### src/rtl/mem_arbiter_if.sv
// Bus bundle for mem_arbiter: instruction-fetch port, load/store port and
// the byte-wide RAM/IO bus. The arbiter uses the slave modport; the
// requesters and the RAM side use the master modport.
interface mem_arbiter_if #(
  parameter int unsigned ADDR_W = 32
);
  logic              if_req;
  logic [ADDR_W-1:0] if_addr;
  logic              if_done;
  logic [31:0]       if_data;

  logic              mem_req;
  logic              mem_we;
  logic [ADDR_W-1:0] mem_addr;
  logic [1:0]        mem_len;
  logic [31:0]       mem_wdata;
  logic              mem_done;
  logic [31:0]       mem_rdata;

  logic [7:0]        ram_din;
  logic [7:0]        ram_dout;
  logic [ADDR_W-1:0] ram_a;
  logic              ram_wr;

  modport slave (
    input  if_req, if_addr, mem_req, mem_we, mem_addr, mem_len, mem_wdata, ram_din,
    output if_done, if_data, mem_done, mem_rdata, ram_dout, ram_a, ram_wr
  );

  modport master (
    output if_req, if_addr, mem_req, mem_we, mem_addr, mem_len, mem_wdata, ram_din,
    input  if_done, if_data, mem_done, mem_rdata, ram_dout, ram_a, ram_wr
  );
endinterface

### src/rtl/mem_arbiter.sv
// mem_arbiter: arbitrates an instruction-fetch port and a load/store port
// onto a byte-serial RAM/IO bus. Transfers are 1, 2 or 4 bytes, little-endian.
// Optional feature: define MEM_ARB_ROUND_ROBIN_EN to break IF/MEM ties in
// favour of the port not granted last; otherwise MEM always beats IF.
module mem_arbiter #(
  parameter int unsigned ADDR_W = 32
) (
  input  logic          clk_in,
  input  logic          rst_in,
  input  logic          rdy_in,
  mem_arbiter_if.slave  bus
);

  typedef enum logic [1:0] {IDLE, READ, WRITE} state_t;

  state_t            state_q, state_d;
  logic [ADDR_W-1:0] addr_q, addr_d;
  logic [1:0]        last_q, last_d;
  logic [31:0]       wdata_q, wdata_d;
  logic              sel_mem_q, sel_mem_d;
  logic [1:0]        idx_q, idx_d;
  logic [31:0]       buf_q, buf_d;
  logic [ADDR_W-1:0] ram_a_q, ram_a_d;
  logic [7:0]        dout_q, dout_d;
  logic              wr_q, wr_d;
  logic              done_q, done_d;
  logic [31:0]       if_data_q, if_data_d;
  logic [31:0]       mem_rdata_q, mem_rdata_d;
  logic              rdy_q;

  logic              grant_mem;
  logic              grant_any;
  logic [1:0]        idx_nx;
  logic [31:0]       asm_word;

  function automatic logic [1:0] last_of(input logic [1:0] len);
    case (len)
      2'b00:   last_of = 2'd0;
      2'b01:   last_of = 2'd1;
      default: last_of = 2'd3;
    endcase
  endfunction

`ifdef MEM_ARB_ROUND_ROBIN_EN
  logic lg_mem_q, lg_mem_d;
  assign grant_mem = bus.mem_req & (~bus.if_req | ~lg_mem_q);
`else
  assign grant_mem = bus.mem_req;
`endif
  assign grant_any = bus.mem_req | bus.if_req;

  // State register
  always_ff @(posedge clk_in or posedge rst_in) begin
    if (rst_in) state_q <= IDLE;
    else        state_q <= state_d;
  end

  // Datapath registers; everything except rdy_q is frozen via the
  // next-state logic while rdy_in is low.
  always_ff @(posedge clk_in or posedge rst_in) begin
    if (rst_in) begin
      addr_q      <= '0;
      last_q      <= '0;
      wdata_q     <= '0;
      sel_mem_q   <= 1'b0;
      idx_q       <= '0;
      buf_q       <= '0;
      ram_a_q     <= '0;
      dout_q      <= '0;
      wr_q        <= 1'b0;
      done_q      <= 1'b0;
      if_data_q   <= '0;
      mem_rdata_q <= '0;
      rdy_q       <= 1'b1;
`ifdef MEM_ARB_ROUND_ROBIN_EN
      lg_mem_q    <= 1'b0;
`endif
    end else begin
      addr_q      <= addr_d;
      last_q      <= last_d;
      wdata_q     <= wdata_d;
      sel_mem_q   <= sel_mem_d;
      idx_q       <= idx_d;
      buf_q       <= buf_d;
      ram_a_q     <= ram_a_d;
      dout_q      <= dout_d;
      wr_q        <= wr_d;
      done_q      <= done_d;
      if_data_q   <= if_data_d;
      mem_rdata_q <= mem_rdata_d;
      rdy_q       <= rdy_in;
`ifdef MEM_ARB_ROUND_ROBIN_EN
      lg_mem_q    <= lg_mem_d;
`endif
    end
  end

  // Next-state, grant and byte-sequencing logic
  always_comb begin
    state_d     = state_q;
    addr_d      = addr_q;
    last_d      = last_q;
    wdata_d     = wdata_q;
    sel_mem_d   = sel_mem_q;
    idx_d       = idx_q;
    buf_d       = buf_q;
    ram_a_d     = ram_a_q;
    dout_d      = dout_q;
    wr_d        = wr_q;
    done_d      = done_q;
    if_data_d   = if_data_q;
    mem_rdata_d = mem_rdata_q;
`ifdef MEM_ARB_ROUND_ROBIN_EN
    lg_mem_d    = lg_mem_q;
`endif
    idx_nx      = idx_q + 2'd1;
    asm_word    = buf_q;
    asm_word[{idx_q, 3'b000} +: 8] = bus.ram_din;

    if (rdy_in) begin
      case (state_q)
        IDLE: begin
          if (grant_any) begin
            sel_mem_d = grant_mem;
            addr_d    = grant_mem ? bus.mem_addr : bus.if_addr;
            ram_a_d   = grant_mem ? bus.mem_addr : bus.if_addr;
            last_d    = grant_mem ? last_of(bus.mem_len) : 2'd3;
            wdata_d   = bus.mem_wdata;
            buf_d     = '0;
            idx_d     = '0;
`ifdef MEM_ARB_ROUND_ROBIN_EN
            lg_mem_d  = grant_mem;
`endif
            if (grant_mem && bus.mem_we) begin
              state_d = WRITE;
              dout_d  = bus.mem_wdata[7:0];
              wr_d    = 1'b1;
              done_d  = (last_of(bus.mem_len) == 2'd0);
            end else begin
              state_d = READ;
            end
          end
        end
        READ: begin
          if (done_q) begin
            done_d  = 1'b0;
            state_d = IDLE;
          end else if (rdy_q) begin
            // A low rdy_q marks the first edge after a stall: the address is
            // re-presented for one cycle and that edge's capture is dropped.
            buf_d = asm_word;
            if (idx_q == last_q) begin
              done_d = 1'b1;
              if (sel_mem_q) mem_rdata_d = asm_word;
              else           if_data_d   = asm_word;
            end else begin
              idx_d   = idx_nx;
              ram_a_d = addr_q + ADDR_W'(idx_nx);
            end
          end
        end
        WRITE: begin
          if (done_q) begin
            done_d  = 1'b0;
            wr_d    = 1'b0;
            dout_d  = '0;
            state_d = IDLE;
          end else begin
            idx_d   = idx_nx;
            ram_a_d = addr_q + ADDR_W'(idx_nx);
            dout_d  = wdata_q[{idx_nx, 3'b000} +: 8];
            done_d  = (idx_nx == last_q);
          end
        end
        default: state_d = IDLE;
      endcase
    end
  end

  assign bus.ram_wr    = wr_q & rdy_in;
  assign bus.ram_a     = ram_a_q;
  assign bus.ram_dout  = dout_q;
  assign bus.if_done   = done_q & ~sel_mem_q;
  assign bus.mem_done  = done_q & sel_mem_q;
  assign bus.if_data   = if_data_q;
  assign bus.mem_rdata = mem_rdata_q;

endmodule

### src/flat_wrapper.sv
// flat-port wrapper written by rule: the top's interface ports become plain ports
module mem_arbiter_flat 
#(
  parameter int unsigned ADDR_W = 32
)
  (clk_in, rst_in, rdy_in, bus_if_req, bus_if_addr, bus_mem_req, bus_mem_we, bus_mem_addr, bus_mem_len, bus_mem_wdata, bus_ram_din, bus_if_done, bus_if_data, bus_mem_done, bus_mem_rdata, bus_ram_dout, bus_ram_a, bus_ram_wr);
  mem_arbiter_if #(.ADDR_W(ADDR_W)) bus_i ();
  input  logic clk_in;
  input  logic rst_in;
  input  logic rdy_in;
  input wire logic [$bits(bus_i.if_req)-1:0] bus_if_req;
  input wire logic [$bits(bus_i.if_addr)-1:0] bus_if_addr;
  input wire logic [$bits(bus_i.mem_req)-1:0] bus_mem_req;
  input wire logic [$bits(bus_i.mem_we)-1:0] bus_mem_we;
  input wire logic [$bits(bus_i.mem_addr)-1:0] bus_mem_addr;
  input wire logic [$bits(bus_i.mem_len)-1:0] bus_mem_len;
  input wire logic [$bits(bus_i.mem_wdata)-1:0] bus_mem_wdata;
  input wire logic [$bits(bus_i.ram_din)-1:0] bus_ram_din;
  output wire logic [$bits(bus_i.if_done)-1:0] bus_if_done;
  output wire logic [$bits(bus_i.if_data)-1:0] bus_if_data;
  output wire logic [$bits(bus_i.mem_done)-1:0] bus_mem_done;
  output wire logic [$bits(bus_i.mem_rdata)-1:0] bus_mem_rdata;
  output wire logic [$bits(bus_i.ram_dout)-1:0] bus_ram_dout;
  output wire logic [$bits(bus_i.ram_a)-1:0] bus_ram_a;
  output wire logic [$bits(bus_i.ram_wr)-1:0] bus_ram_wr;
  assign bus_i.if_req = bus_if_req;
  assign bus_i.if_addr = bus_if_addr;
  assign bus_i.mem_req = bus_mem_req;
  assign bus_i.mem_we = bus_mem_we;
  assign bus_i.mem_addr = bus_mem_addr;
  assign bus_i.mem_len = bus_mem_len;
  assign bus_i.mem_wdata = bus_mem_wdata;
  assign bus_i.ram_din = bus_ram_din;
  assign bus_if_done = bus_i.if_done;
  assign bus_if_data = bus_i.if_data;
  assign bus_mem_done = bus_i.mem_done;
  assign bus_mem_rdata = bus_i.mem_rdata;
  assign bus_ram_dout = bus_i.ram_dout;
  assign bus_ram_a = bus_i.ram_a;
  assign bus_ram_wr = bus_i.ram_wr;
  mem_arbiter #(.ADDR_W(ADDR_W)) u_core (.clk_in(clk_in), .rst_in(rst_in), .rdy_in(rdy_in), .bus(bus_i));
endmodule
### config.mk
export PLATFORM = sky130hd
export DESIGN_NAME = mem_arbiter_flat
export DESIGN_NICKNAME = d
export VERILOG_FILES = /design/src/rtl/mem_arbiter_if.sv /design/src/rtl/mem_arbiter.sv /design/src/flat_wrapper.sv
export SDC_FILE = /design/constraint.sdc
export NUM_CORES = 1
export LEC_CHECK = 0
export ABC_AREA = 1
export BUFFER_PORTS_ARGS = -buffer_cell sky130_fd_sc_hd__buf_2
export CAP_MARGIN = 10
export CORE_ASPECT_RATIO = 0.6
export CORE_MARGIN = 1
export CORE_UTILIZATION = 45
export CTS_CLUSTER_SIZE = 16
export DETAILED_ROUTE_END_ITERATION = 10
export MAX_ROUTING_LAYER = met4
export PLACE_DENSITY = 0.68
export SYNTH_ARGS = -nofsm -noshare
export SYNTH_HDL_FRONTEND = slang
export SYNTH_SLANG_ARGS = --single-unit
### constraint.sdc
create_clock -name clk_in -period 6.9 [get_ports clk_in]
set_input_delay 0.345 -clock clk_in [delete_from_list [all_inputs] [get_ports clk_in]]
set_output_delay 0.345 -clock clk_in [all_outputs]
set_load 0.03 [all_outputs]
==> impl_results.md, run 1 <==
- Status: finished clean
- Setup TNS: 0 ns
- Layout cells sized above 1: between 15 and 20%
- P&R area growth vs syn: 19.4%
- Post-placement cell area: ~12000 sq um
- Ports: around 220
- # port buffers: around 220
- Synth Register Bits: 210
- Synthesized netlist net count: 1529
- Top delay family on crit path: adder cells
- Clock-pin slew on the worst setup and hold paths: 0.07 ns
- Fin util: between 50% and 60%
- Drt first pass iters: 6
- Clock sink count: between 200 and 250
- DP HPWL: between 20000 and 25000 um
- Synth cell types: 34
- Post-CTS setup buffer count: 0
- Fin. Hold Viols: 0
- Clock skew: ~0.016 ns
- Crit path max fanout: 24
- Die ar.: between 20000 and 25000 sq um
- Initial antenna violation count: 0
- Worst Setup Path Type: reg -> reg
- Routed vias: around 9800
- Final setup violation count: 0
- WL/cell: approximately 15 um
- CTS Hold Bufs: 1
- Antenna-violating nets left: 0
- Aggregate global-route resource usage: about a quarter
- FP Rows: 42
- H-Tree Depth: 1
- First-pass GRT wire length: approximately 48000 um
- Leak pwr: ~6.4 nW
- Max Fclk: about 270 MHz
- Most common cell after layout, fill and taps aside: nand2_1
- DRC: 0
- Clk_lat worst skew: roughly 0.51 ns
- Commonest cells after routing, fill and taps aside: nand2_1 (550), buf_2 (218), dfrtp_1 (209)
- CTS tree: yes
- Worst Max-Slew Pin Slew: between 1 and 1.5 ns
- Power per cell area: ~430 nW/um^2
- Max clock buf depth: 3
- FFs w/ async S/R, synth: between 90% and 100%
- Post-synthesis instance total: 1405
- Number of instances in the placed design: 1871
- CTS Buf Count: 21
- Top FF cell, synth: dfrtp_1
- Relative slew slack: 26.9%
- WP data required: between 7 and 8 ns
- Post-synthesis cell area: 10500 sq um
- Number of synthesized flops with an enable pin: 0
- Fin cells: about 1900
- Maximum vdd drop: around 0.17 mV
- Cts repair resizes: 0
- Clock Tree Root: clkbuf_16
- Core area: approximately 22000 sq um
- Gr ovfl total: 0
- Gp weighted congestion: slightly above 0.9
- Vias in the first global route: 8921
- Crit path largest cell delay: 1.13 ns
- Design area: approximately 13000 sq um
- Post-detailed-route via-to-cell ratio: 5.12
- Max-Cap Viols: 0
- YS warnings: 0
- Final max-slew violation count: 0
- Most used cell, CP: nand2_1
- Critical path cell sequence: clkinv_1 -> ha_1 -> fa_1 -> nand2_1 -> nor2_1 -> nand2_1 -> nor2_1 -> nand2_1 -> nand2_1 -> nand3_1 -> nand2_1 -> nand2_1
- Minimum clock period: approximately 3.7 ns
- Syn avg cell area: 7.46 sq um
- Element type at the critical path start: flip-flop
- Die Span Y: approximately 120 um
- # diodes: 0
- CP Data Arrival Time: ~4.0 ns
- Die Width: about 200 um
- Iter 0 DRT Violations: 804
- Unrepaired setup endpoints after global routing: no
- Largest net degree at the start of global routing: approximately 140
- Slowest cell on crit path: ha_1
- Crit end category: flip-flop
- Hold WC Path Type: in -> async
- Fin nets: between 1500 and 2000
- Min Hold Slack: about 0.016 ns
- WL final: 29600 um
- Filler cell count: 2130
- Tcrit/Tclk final: 52.9%
- Seq/Total Area, Yosys: 50.2%
- Initial Utilization: 46.7%
- CP Buf/Inv Count: 1
==> stage by stage <==
stage	power, mW	setup WS (ns)
after detailed placement	4.06	3.31
after global placement	4.03	3.42
final	5.36	3.25
after CTS	5.37	3.25
after floorplan	3.44	0.819
after global routing	5.74	2.86
==> cell usage after synthesis, drive strengths merged, types with 3 or more instances <==
cell | count | area (sq um)
buf | 24 | 146
a31oi | 9 | 56.3
o22ai | 16 | 100
clkinv | 5 | 18.8
nand3 | 96 | 480
nor2 | 136 | 518
dfrtp | 209 | 5230
xor2 | 3 | 26.3
a41oi | 16 | 140
a21oi | 5 | 25.0
clkbuf | 44 | 169
nand2 | 550 | 2060
ha | 11 | 138
nand4 | 10 | 75.1
o21ai | 149 | 749
inv | 112 | 420
==> layout make-up <==
type | instances | area (sq um) | area share (%)
sequential | 210 | 5260 | 42.0
timing repair buffer | 228 | 1180 | 9.40
tap | 308 | 385 | 3.08
inverter | 117 | 447 | 3.57
multi-input combinational | 1010 | 4470 | 35.8
clock buffer | 24 | 547 | 4.37
clock inverter | 13 | 226 | 1.81
==> kinds of logic after synthesis <==
logic type	after synthesis	synth area share [%]
AND/OR/NAND/NOR	794	30.1
flip-flops	210	50.2
AO/OA/AOI/OAI	198	10.6
buffers and inverters	185	7.20
adder cells (fa/ha/maj)	12	1.50
XOR/XNOR	5	0.418
multiplexers	1	0.0955
==> power breakdown <==
group          total (mW)  switching (mW)  internal (mW)
registers            1.88           0.281           1.60
clock network        1.30           0.505          0.797
logic                2.18            1.56          0.622
==> path summary, 6_finish.rpt <==
path / startpoint / slack [ns] / depth (start not counted) / endpoint
min in group clk_in: bus_mem_wdata[18] / 0.04 / 3 / u_core.wdata_q[18]$_DFFE_PP0P_
worst max-delay path: u_core.idx_q[0]$_DFFE_PP0P_ / 3.25 / 12 / u_core.bus.ram_a[30]$_DFFE_PP0P_
worst min-delay path: rst_in / 0.02 / 2 / u_core.bus.mem_rdata[5]$_DFFE_PP0P_
worst max register to register: u_core.idx_q[0]$_DFFE_PP0P_ / 3.25 / 12 / u_core.bus.ram_a[30]$_DFFE_PP0P_
max in group asynchronous: rst_in / 5.26 / 3 / u_core.addr_q[19]$_DFFE_PP0P_
worst min register to register: u_core.bus.ram_a[27]$_DFFE_PP0P_ / 0.47 / 2 / u_core.bus.ram_a[27]$_DFFE_PP0P_
==> metal layers <==
layer | global-route usage [%] | vias up | wire length, um
met5 | - | - | 0
met4 | 4.04 | 0 | 412
met3 | 4.10 | 35 | 1790
met2 | 36.4 | 350 | 12500
met1 | 39.6 | 4564 | 14900
li1 | - | 4829 | -
==> registers in the layout, summed over array words and instances (netlist names), 2 cells and up <==
register	cells
u_core.addr_q	32
u_core.buf_q	32
u_core.bus.if_data	32
u_core.bus.mem_rdata	32
u_core.bus.ram_a	32
u_core.wdata_q	32
u_core.bus.ram_dout	8
u_core.idx_q	2
u_core.last_q	2
u_core.state_q	2
==> worst reg2reg max path, stage by stage (launching register included) <==
cell	delay (ns)
dfrtp_1	0.35
clkinv_1	0.52
ha_1	1.14
fa_1	0.35
nand2_1	0.08
nor2_1	0.26
nand2_1	0.11
nor2_1	0.35
nand2_1	0.11
nand2_1	0.07
nand3_1	0.07
nand2_1	0.08
nand2_1	0.05
No activity file was read; power rests on OpenSTA's default activity.
==> run 2: changes to the inputs <==
Clock period 6.9 ns to 3.64 ns, I/O delays scaled along.
==> run 2 against run 1 <==
Net effect: maximum frequency grew 34%; clock-buffer cell count grew 4; critical path depth shrank 5; worst setup slack lost 2.3 ns; clock power grew 58%; cell count grew 3.6%; combinational power grew 100%.
==> impl_results.md, run 2 (synthesized netlist as in run 1, its figures left out) <==
- Crit path launch: u_core.state_q[1]$_DFFE_PP0P_
- Design area: about 13000 sq um
- Gr ovfl total: 0
- Layout cells sized above 1: 16.7%
- Max Fclk: roughly 370 MHz
- Setup TNS: 0 ns
- WP data required: 4.06 ns
- Max clock buf depth: 3
- Commonest cells after routing, fill and taps aside: nand2_1 (550), buf_2 (218), dfrtp_1 (209)
- Drt first pass iters: 5
- WL final: approximately 32000 um
- Post-CTS setup buffer count: 0
- Status: finished clean
- Worst setup path end: u_core.buf_q[11]$_DFFE_PP0P_
- H-Tree Depth: 1
- Initial antenna violation count: 2
- Maximum vdd drop: between 0.4 and 0.5 mV
- Aggregate global-route resource usage: 27.7%
- Final max-slew violation count: 0
- Initial Utilization: between 40 and 50%
- Clock sink count: 210
- FP Rows: 42
- Tcrit/Tclk final: between 70% and 80%
- Antenna-violating nets left: 0
- Post-detailed-route via-to-cell ratio: between 5 and 6
- DP HPWL: between 20000 and 25000 um
- P&R area growth vs syn: 24.3%
- Clock-pin slew on the worst setup and hold paths: about 0.070 ns
- Slowest cell on crit path: ha_1
- Element type at the critical path start: flip-flop
- Clock skew: about 0.02 ns
- Top delay family on crit path: buffers and inverters
- CP Data Arrival Time: between 3 and 4 ns
- Clock Tree Root: clkbuf_16
- Clk_lat worst skew: around 0.5 ns
- Routed vias: about 10000
- Crit end category: flip-flop
- Reg-to-reg endpoint: u_core.buf_q[11]$_DFFE_PP0P_
- Hold Startpoint: bus_if_addr[26]
- Fin nets: 1779
- Unrepaired setup endpoints after global routing: no
- Ports: ~220
- Largest net degree at the start of global routing: 74
- Die ar.: between 20000 and 25000 sq um
- # port buffers: 218
- Minimum clock period: around 2.7 ns
- Max-Cap Viols: 0
- Worst Max-Slew Pin Slew: 1.09 ns
- Post-placement cell area: around 12000 sq um
- Vias in the first global route: 9227
- Worst Setup Path Type: reg -> reg
- Core area: approximately 22000 sq um
- CTS tree: yes
- Worst reg2reg path depth: 7
- WL/cell: 16.2 um
- Relative slew slack: around 27%
- FF-to-FF setup slack: roughly 0.91 ns
- Power per cell area: between 700 and 800 nW/um^2
- Crit path largest cell delay: ~0.70 ns
- Die Span Y: 120 um
- Critical path cell sequence: inv_1 -> ha_1 -> inv_2 -> a211oi_4 -> buf_4 -> nand3_1 -> o21ai_0
- Critical path depth in cells: 7
- First-pass GRT wire length: approximately 50000 um
- Most common cell after layout, fill and taps aside: nand2_1
- Gp weighted congestion: roughly 1.0
- Crit path max fanout: 64
- Iter 0 DRT Violations: 1022
- Die Width: 199 um
- Final setup violation count: 0
- Hold WC Path Type: in -> reg
- CTS Buf Count: 21
- Reg2reg start: u_core.state_q[1]$_DFFE_PP0P_
- Fin. Hold Viols: 0
- Fin util: a little under 60%
- Leak pwr: about 6.6 nW
- Min Hold Slack: roughly 0.013 ns
- DRC: 0
- CP Buf/Inv Count: 3
run 2: cell count changes in the layout (fill, tap and decap cells not counted), sizes merged:
cell         change
dlygate4sd3     +60
buf              +7
bufinv           -6
clkbuf           +4
clkinv           +2
diode            +2
inv              -1
run 2: how the worst min path moves through the flow:
stage / endpoint / slack [ns] / depth (start not counted)
after floorplan: u_core.rdy_q$_DFF_PP1_ / 0.19 / 0
after global placement: u_core.rdy_q$_DFF_PP1_ / 0.36 / 1
after detailed placement: u_core.rdy_q$_DFF_PP1_ / 0.37 / 1
after CTS: u_core.addr_q[18]$_DFFE_PP0P_ / 0.0003 / 5
after global routing: u_core.addr_q[31]$_DFFE_PP0P_ / 0.02 / 5
final: u_core.addr_q[26]$_DFFE_PP0P_ / 0.01 / 5
run 2: stage by stage:
step | std cells | total power, mW | setup WS, ns
after floorplan | 1405 | 6.52 | 0.731
after global placement | 1879 | 7.72 | 1.03
after detailed placement | 1879 | 7.78 | 0.918
after CTS | 1976 | 9.98 | 0.919
after global routing | 1978 | 10.7 | 0.656
final | 1978 | 9.99 | 0.911
run 2: report_power, final:
group | internal (mW) | switching [mW] | leakage, nW | total, mW
logic | 1.30 | 3.07 | 3.57 | 4.37
registers | 3.04 | 0.527 | 2.73 | 3.57
clock network | 1.11 | 0.947 | 0.303 | 2.05
run 2: area by class of cell:
type	instances	area [sq um]
fill	2136	9410
timing repair buffer	295	1850
inverter	117	443
clock inverter	8	48.8
antenna	2	5.00
clock buffer	28	572
sequential	210	5260
tap	308	385
multi-input combinational	1010	4470
run 2: worst reg2reg max path, cell delays in order (launching register included):
cell and delay [ns]:
dfrtp_1 0.41, inv_1 0.11, ha_1 0.70, inv_2 0.37
a211oi_4 0.31, buf_4 0.49, nand3_1 0.15, o21ai_0 0.11
run 2: metal layers:
layer	part of all wire, %	wire [um]	global-route usage [%]
met5	0	0	-
met4	1.6	508	4.95
met3	8.0	2560	5.19
met2	40	12900	37.8
met1	50	16100	42.8
run 2: timing repair:
item                                   in CTS  in global routing
hold buffers                               61                  0
endpoints found under the hold margin      93                  0
gates resized for setup                     0                  0
